[config.mk]
export PLATFORM = sky130hd
export DESIGN_NAME = multicyc_mem_arbiter
export DESIGN_NICKNAME = d
export VERILOG_FILES = /design/src/rtl/MemArbPkg.sv /design/src/rtl/arb_picker.sv /design/src/rtl/multicyc_mem_arbiter.sv
export SDC_FILE = /design/constraint.sdc
export NUM_CORES = 1
export LEC_CHECK = 0
export CORE_AREA = 2 2 116 118
export CTS_BUF_LIST = sky130_fd_sc_hd__clkbuf_8
export DETAILED_ROUTE_END_ITERATION = 10
export DIE_AREA = 0 0 118 120
export GPL_TIMING_DRIVEN = 0
export PLACE_DENSITY = 0.79
export SYNTH_ARGS = -nofsm -noshare
export SYNTH_HDL_FRONTEND = slang
export SYNTH_HIERARCHICAL = 1
export SYNTH_SLANG_ARGS = --single-unit
[constraint.sdc]
create_clock -name clk -period 4 [get_ports clk]
set_input_delay 0.8 -clock clk [delete_from_list [all_inputs] [get_ports clk]]
set_output_delay 0.8 -clock clk [all_outputs]
set_load 0.01 [all_outputs]
[src/rtl/MemArbPkg.sv]
// Shared types for the multicycle memory arbiter (state encoding, owner ids, latency limit).
package MemArbPkg;

  typedef enum logic [1:0] {
    IDLE,
    ISSUE,
    WAIT,
    DONE
  } arb_state_t;

  typedef enum logic {
    OWN_CPU    = 1'b0,
    OWN_LOADER = 1'b1
  } owner_t;

  localparam int unsigned MAX_LAT = 15;

endpackage

[src/rtl/arb_picker.sv]
// Combinational winner select for the two arbiter ports.
// MEM_ARB_RR_EN selects round-robin on ties; otherwise the CPU port has fixed priority.
module arb_picker
  import MemArbPkg::*;
(
  input  logic [1:0] req,
  input  owner_t     rr_last,
  output owner_t     winner
);

`ifdef MEM_ARB_RR_EN
  always_comb begin
    winner = OWN_CPU;
    if (req == 2'b11) begin
      // Tie goes to whichever port did not win last time.
      winner = (rr_last == OWN_CPU) ? OWN_LOADER : OWN_CPU;
    end else if (req[1]) begin
      winner = OWN_LOADER;
    end
  end
`else
  logic unused_rr_last;
  assign unused_rr_last = rr_last;

  always_comb begin
    winner = OWN_CPU;
    if (!req[0] && req[1]) begin
      winner = OWN_LOADER;
    end
  end
`endif

endmodule

[src/rtl/multicyc_mem_arbiter.sv]
// Serialises CPU (port 0) and loader (port 1) accesses onto one fixed-latency memory.
// Define MEM_ARB_RR_EN for round-robin tie breaking; default is fixed CPU priority.
module multicyc_mem_arbiter
  import MemArbPkg::*;
#(
  parameter int unsigned AW      = 32,
  parameter int unsigned DW      = 32,
  parameter int unsigned MEM_LAT = 1
) (
  input  logic          clk,
  input  logic          reset,
  input  logic          m0_req,
  input  logic          m0_we,
  input  logic [AW-1:0] m0_addr,
  input  logic [DW-1:0] m0_wdata,
  output logic          m0_done,
  output logic [DW-1:0] m0_rdata,
  input  logic          m1_req,
  input  logic          m1_we,
  input  logic [AW-1:0] m1_addr,
  input  logic [DW-1:0] m1_wdata,
  output logic          m1_done,
  output logic [DW-1:0] m1_rdata,
  output logic          mem_en,
  output logic          mem_we,
  output logic [AW-1:0] mem_addr,
  output logic [DW-1:0] mem_wdata,
  input  logic [DW-1:0] mem_rdata,
  output logic          busy
);

  localparam int unsigned CW = $clog2(MEM_LAT + 1);
  localparam logic [CW-1:0] LAT_LD = CW'(MEM_LAT);
  localparam logic [CW-1:0] ONE = CW'(1);

  arb_state_t    state_q, state_d;
  owner_t        owner_q, owner_d;
  logic [CW-1:0] count_q, count_d;
  logic          we_q;
  owner_t        winner;
  owner_t        rr_last;
  logic [1:0]    req_vec;
  logic          sel_we;
  logic [AW-1:0] sel_addr;
  logic [DW-1:0] sel_wdata;
  logic          done_pulse;

  assign req_vec = {m1_req, m0_req};

`ifdef MEM_ARB_RR_EN
  owner_t rr_last_q;

  always_ff @(posedge clk) begin
    if (reset) begin
      rr_last_q <= OWN_LOADER;
    end else if (state_q == ISSUE) begin
      rr_last_q <= owner_q;
    end
  end

  assign rr_last = rr_last_q;
`else
  assign rr_last = OWN_LOADER;
`endif

  arb_picker u_picker (
    .req     (req_vec),
    .rr_last (rr_last),
    .winner  (winner)
  );

  always_ff @(posedge clk) begin
    if (reset) begin
      state_q <= IDLE;
      owner_q <= OWN_CPU;
      count_q <= '0;
    end else begin
      state_q <= state_d;
      owner_q <= owner_d;
      count_q <= count_d;
    end
  end

  always_comb begin
    state_d = state_q;
    owner_d = owner_q;
    count_d = count_q;
    unique case (state_q)
      IDLE: begin
        if (|req_vec) begin
          state_d = ISSUE;
          owner_d = winner;
        end
      end
      ISSUE: begin
        count_d = LAT_LD;
        // A one-cycle latency is fully spent by the ISSUE beat itself.
        state_d = (LAT_LD == ONE) ? DONE : WAIT;
      end
      WAIT: begin
        if (count_q != '0) begin
          count_d = count_q - ONE;
        end
        if (count_d <= ONE) begin
          state_d = DONE;
        end
      end
      DONE: begin
        state_d = IDLE;
      end
      default: begin
        state_d = IDLE;
      end
    endcase
  end

  always_comb begin
    sel_we    = m0_we;
    sel_addr  = m0_addr;
    sel_wdata = m0_wdata;
    if (owner_q == OWN_LOADER) begin
      sel_we    = m1_we;
      sel_addr  = m1_addr;
      sel_wdata = m1_wdata;
    end
  end

  // Direction is frozen at ISSUE so a requester changing m*_we later cannot corrupt rdata.
  always_ff @(posedge clk) begin
    if (reset) begin
      we_q <= 1'b0;
    end else if (state_q == ISSUE) begin
      we_q <= sel_we;
    end
  end

  assign mem_en    = (state_q == ISSUE);
  assign mem_we    = mem_en & sel_we;
  assign mem_addr  = mem_en ? sel_addr : '0;
  assign mem_wdata = mem_en ? sel_wdata : '0;
  assign busy      = (state_q != IDLE);

  // Reset aborts a transaction at once, including one sitting in DONE.
  assign done_pulse = (state_q == DONE) & ~reset;
  assign m0_done    = done_pulse & (owner_q == OWN_CPU);
  assign m1_done    = done_pulse & (owner_q == OWN_LOADER);

  always_ff @(posedge clk) begin
    if (reset) begin
      m0_rdata <= '0;
      m1_rdata <= '0;
    end else if ((state_q == DONE) && !we_q) begin
      if (owner_q == OWN_CPU) begin
        m0_rdata <= mem_rdata;
      end else begin
        m1_rdata <= mem_rdata;
      end
    end
  end

endmodule

==> flow_summary.yaml <==
clock_tree:
  clk_latency_ns: 0.33
  cts_buffers: 9
  cts.sink_count: 68
  cts_hold_buffers: 0
  cts_resized: 0
  cts_tree: "yes"
  cts_setup_buffers: 0
  path_clk_slew_ns: 0.07
  htreeDepth: 3
  cts_max_path_buffers: 2
  cts-root-buf: "clkbuf_8"
placement:
  place_hpwl_mm: 12.45
  portBuffers: 297
  gp_congestion: 0.8855
  dpl_cell_area_um2: 7227
timing:
  slew_viol_final: 0
  hold_viol: 0
  max_slew_margin_pct: 69.40
  setup_violations: 0
  period_needed_ns: 3.338
  rsz0062_at_grt: "no"
  tns_ns: 0
  fmax_mhz: 299.5
  post-route-period-util_pct: 83.46
  worst_pin_slew_ns: 0.4590
  finClkSkew_ns: 0.005552
cells_and_area:
  final_cell_mix: "clkdlybuf4s50_1, mux2i_1, nand2b_1"
  finalInstanceArea_um2: 7411
  num_antenna_cells: 0
  synthToLayoutAreaGrowth_pct: 83.72
  finish.net_count: 894
  fill_cells: 1161
  drive_gt1_share_pct: 4.384
  final_common_cell: "clkdlybuf4s50_1"
job:
  max_cap_violations: 0
routing:
  drc: 0
  postRouteAntennaNets: 0
  detail_route.wl_per_cell_um: 16.97
  drt-pass1-iter-count: 4
  viasPerCell: 4.445
  wl_mm: 15.37
  vias: 4027
  drt-initial-drc-count: 107
grt:
  grt_usage_pct: 20.93
  grt_pass1_vias: 4240
  grt_start_max_net_pins: 12
  gr-total-overflow: 0
  grt_pass1_wl_mm: 23.69
  antenna_found_initial: 0
setup_path:
  crit_family: "buffers and inverters"
  slowest_delay_ns: 0.58
  cp-end-kind: "primary output"
  reg2regPathDepth: 5
  arrival_ns: 2.54
  cp-start-kind: "register"
  regToRegSetupSlack_ns: 2.30
  timing.rr.end: "m1_rdata[15]"
  worstSetupPathType: "register to primary output"
  crit_buf_inv: 4
  worstReg2RegStart: "state_q[0]"
  critical_path_peak_fanout: 10
  crit_chain: "inv_1, ha_1, clkbuf_1, clkbuf_1, nor2b_1, clkdlybuf4s50_1"
  slowest_stage: "clkdlybuf4s50_1"
  cp_common_cell: "clkbuf_1"
  cp.required_ns: 3.20
power_and_ir_drop:
  ir_worst_vdd_uv: 207.7
  power_density_nw_per_um2: 265.0
  leakage_nw: 2.777
worst_hold_path:
  min_path_type: "register to register"
  hp-start: "m1_rdata[9]"
  min_path_cells: 2
  min_to: "m1_rdata[9]"
floorplan:
  die_h_um: 120
  rows: 42
  fp.dieW_um: 118
  start_util_pct: 31.08
  core_um2: 12980
  die_area_um2: 14160
  io_pins: 299
logic_synthesis:
  syn-cell-area_um2: 4034
  syn-mean-instance-area_um2: 9.674
  yosysWarnings: 6
  synth_cells: 417
  syn-num-nets: 586
status:
  status: "completed"
final cells by class:
cell class	instances	area, um2	share of cell area [%]
clock inverters	7	60.06	0.8104
well taps	176	220.2	2.971
inverters	3	11.26	0.1519
flip-flops and latches	68	1361	18.37
clock buffers	9	123.9	1.671
repair buffers	297	2973	40.11
plain buffers	34	176.4	2.381
multi-input cells	312	2485	33.53
sequential cells by signal (all words and copies together), names as in the netlist:
| name | count |
|---|---|
| m0_rdata | 32 |
| m1_rdata | 32 |
| state_q | 2 |
| owner_q | 1 |
| we_q | 1 |
worst max path at each step:
stage                from  slack [ns]  depth (start not counted)             to
2_1_floorplan  state_q[1]        1.89                          5   mem_addr[22]
3_3_place_gp   state_q[1]        1.01                          6   mem_addr[25]
3_5_place_dp   state_q[1]        0.99                          6   mem_addr[25]
4_1_cts        state_q[1]        0.61                          6   mem_addr[25]
5_1_grt        state_q[1]        0.48                          6  mem_wdata[17]
6_report       state_q[1]        0.66                          6   mem_addr[28]
through the flow:
step                      instances  util (%)  power [mW]  worst slack, ns  hold slack, ns
final                           906     57.09       1.964           0.6616          0.4744
after global routing            906     57.09       2.060           0.4790          0.4998
after CTS                       906     57.09       1.987           0.6089          0.4774
after detailed placement        890     55.68       1.451           0.9884          0.4636
after global placement          890     55.68       1.442            1.008          0.4573
after floorplan                 417         -       1.027            1.894          0.4653
metal layers:
metal  GRT usage (%)  part of all wire (%)  vias to the layer above
li1                -                     -                     1990
met1           24.87                    42                     1869
met2           37.28                    50                      156
met3           5.894                   6.9                       12
met4           4.970                   1.2                        0
met5               0                     0                        -
worst reg2reg max path: stages, from the launching register on:
cell,delay [ns]
dfxtp_1,0.38
ha_1,0.30
and3b_1,0.20
buf_2,0.24
buf_4,0.27
mux2i_1,0.24
power breakdown:
part | internal (mW) | total, mW | switching, mW
clock | 0.280 | 0.531 | 0.251
combinational | 0.441 | 0.714 | 0.273
sequential | 0.703 | 0.719 | 0.0161
(Power assumes the default switching activity.)
==> variant: new RTL, config.mk and constraints unchanged <==
Add a define of `MEM_ARB_RR_EN`.
--- a/src/rtl/arb_picker.sv
+++ b/src/rtl/arb_picker.sv
@@ -1,4 +1,6 @@
 // Combinational winner select for the two arbiter ports.
 // MEM_ARB_RR_EN selects round-robin on ties; otherwise the CPU port has fixed priority.
+`define MEM_ARB_RR_EN
+
 module arb_picker
   import MemArbPkg::*;
Function: changed (Yosys sat finds a counterexample within 10 cycles, from zero or initial values and one cycle with reset high).
==> variant against the unedited design <==
Final area increased by 0.20%. Highest routed layer unchanged. Via count increased by 1.9%. Wire length increased by 6.1%. Global-route usage up 1.3 points. Area after synthesis is 0.65% higher. Setup slack got worse by 0.029 ns. Sequential cell count increased by 1. Power increased by 0.42%. Largest cell class unchanged.
==> variant: results (changes against the unedited design) <==
stage	metric	value	unit	change
outcome	outcome	complete, no violations		unchanged
place	count of port buffers added during placement	297		unchanged
place	Cells after DPL	893		was 890
sta	Pins Over Slew Limit	0		unchanged
cells_and_area	storage element area	1380	um2	was 1360 um2
sta	Clock Skew	0.00731	ns	was 0.00555 ns
place	GPL Wtd Cong	0.969		was 0.886
min_path	Tightest Hold Check Type	reg2reg		unchanged
sta	headroom to the max-slew limit	70.9	%	was 69.4%
place	final HPWL from detailed placement	13400	um	was 12,400 um
grt	via count of the first global-routing pass	4344		was 4,240
drt	via total after detailed routing	4105		was 4,027
logic_synthesis	sequential-to-total area share from yosys stat	34.0	%	
clock_tree	clock insertion delay at the later pin of the skew report	0.34	ns	
logic_synthesis	synthesized-area fraction occupied by ao, oa, aoi and oai cells	0.986	%	
grt	first-pass GRT wire length	24500	um	was 23,700 um
cells_and_area	Final #Nets	897		was 894
logic_synthesis	number of nets produced by synthesis	589		was 586
sta	Hold Worst Slack	0.477	ns	was 0.474 ns
grt	initial antenna violation count	3		was 0
worst_setup_path	worst setup slack for register-to-register paths	2.28	ns	was 2.30 ns
place	dpl cell area	7250	um2	was 7230 um2
place	worst slack at placement	0.903	ns	was 0.988 ns
sta	clock period minus final worst setup slack	3.37	ns	was 3.34 ns
logic_synthesis	mux share of post-synthesis cell area	32.3	%	
drt	overall routed net length	16300	um	was 15,400 um
cells_and_area	fraction of final layout cells with drive strength greater than 1	4.64	%	was 4.38%
drt	average wire length per cell after detail routing	17.9	um	was 17.0 um
worst_setup_path	start-to-end type of the worst setup path	reg2out		unchanged
grt	largest net degree at the start of global routing	13		was 12
pwr	net switching share of the total power	29.5	%	was 27.5%
pwr	static power due to leakage	0.00278	uW	about the same
logic_synthesis	Synth Area per Inst	9.67	um2	about the same
min_path	Hold Path Origin	m0_rdata[20]$_SDFFE_PP0P_		was m1_rdata[9]$_SDFFE_PP0P_
drt	count of routing violations after the opening detailed-route iteration	116		was 107
grt	all-layer global routing usage	22.2	%	was 20.9%
clock_tree	Reg clk slew, reported paths	0.07	ns	about the same
worst_setup_path	critical path arrival	2.57	ns	was 2.54 ns
cells_and_area	filler cell count in the final layout	1178		was 1,161
pwr	maximum vdd drop	0.000307	V	was 0.000208 V
[variant: worst max-delay path, stage by stage (launching register included)]
cell and delay (ns):
sky130_fd_sc_hd__dfxtp_1 0.39, sky130_fd_sc_hd__ha_1 0.36, sky130_fd_sc_hd__clkbuf_1 0.34, sky130_fd_sc_hd__clkbuf_1 0.33
sky130_fd_sc_hd__nor2b_1 0.24, sky130_fd_sc_hd__clkdlybuf4s50_1 0.56
[variant: path summary, 6_finish.rpt]
check	endpoint	depth (start not counted)
min	m0_rdata[20]$_SDFFE_PP0P_	2
max	mem_wdata[16]	5
max reg2reg	m0_rdata[21]$_SDFFE_PP0P_	5
min reg2reg	m0_rdata[20]$_SDFFE_PP0P_	2
[variant: power groups by stage]
stage,registers (uW),clock network [uW],logic (uW)
after floorplan,754,0,305
after global placement,746,0,739
after detailed placement,748,0,750
after CTS,732,506,754
after global routing,736,535,795
final,733,492,747
[variant: cells by family (layout without fill, tap and decap cells)]
group / after synthesis / after routing
and+or+nand+nor: 175 / 175
muxes: 131 / 131
DFF: 69 / 69
buffers and inverters: 37 / 350
AOI/OAI and AO/OA: 5 / 5
adders and majority gates: 3 / 3
other: 0 / 3
[variant: layer usage]
layer	global-route usage [%]	vias up	share of wire, %
li1	-	2005	-
met1	24.7	1897	40
met2	38.7	180	49
met3	9.22	23	8.6
met4	6.78	0	2.0
met5	0	-	0
[variant: final cells by class]
cell class | count | area share (%)
diodes | 3 | 0.101
plain buffers | 34 | 2.29
clock buffers | 9 | 1.67
clock inverters | 7 | 0.556
inverters | 3 | 0.152
multi-input cells | 314 | 33.6
flip-flops and latches | 69 | 18.6
well taps | 176 | 2.97
repair buffers | 297 | 40.0
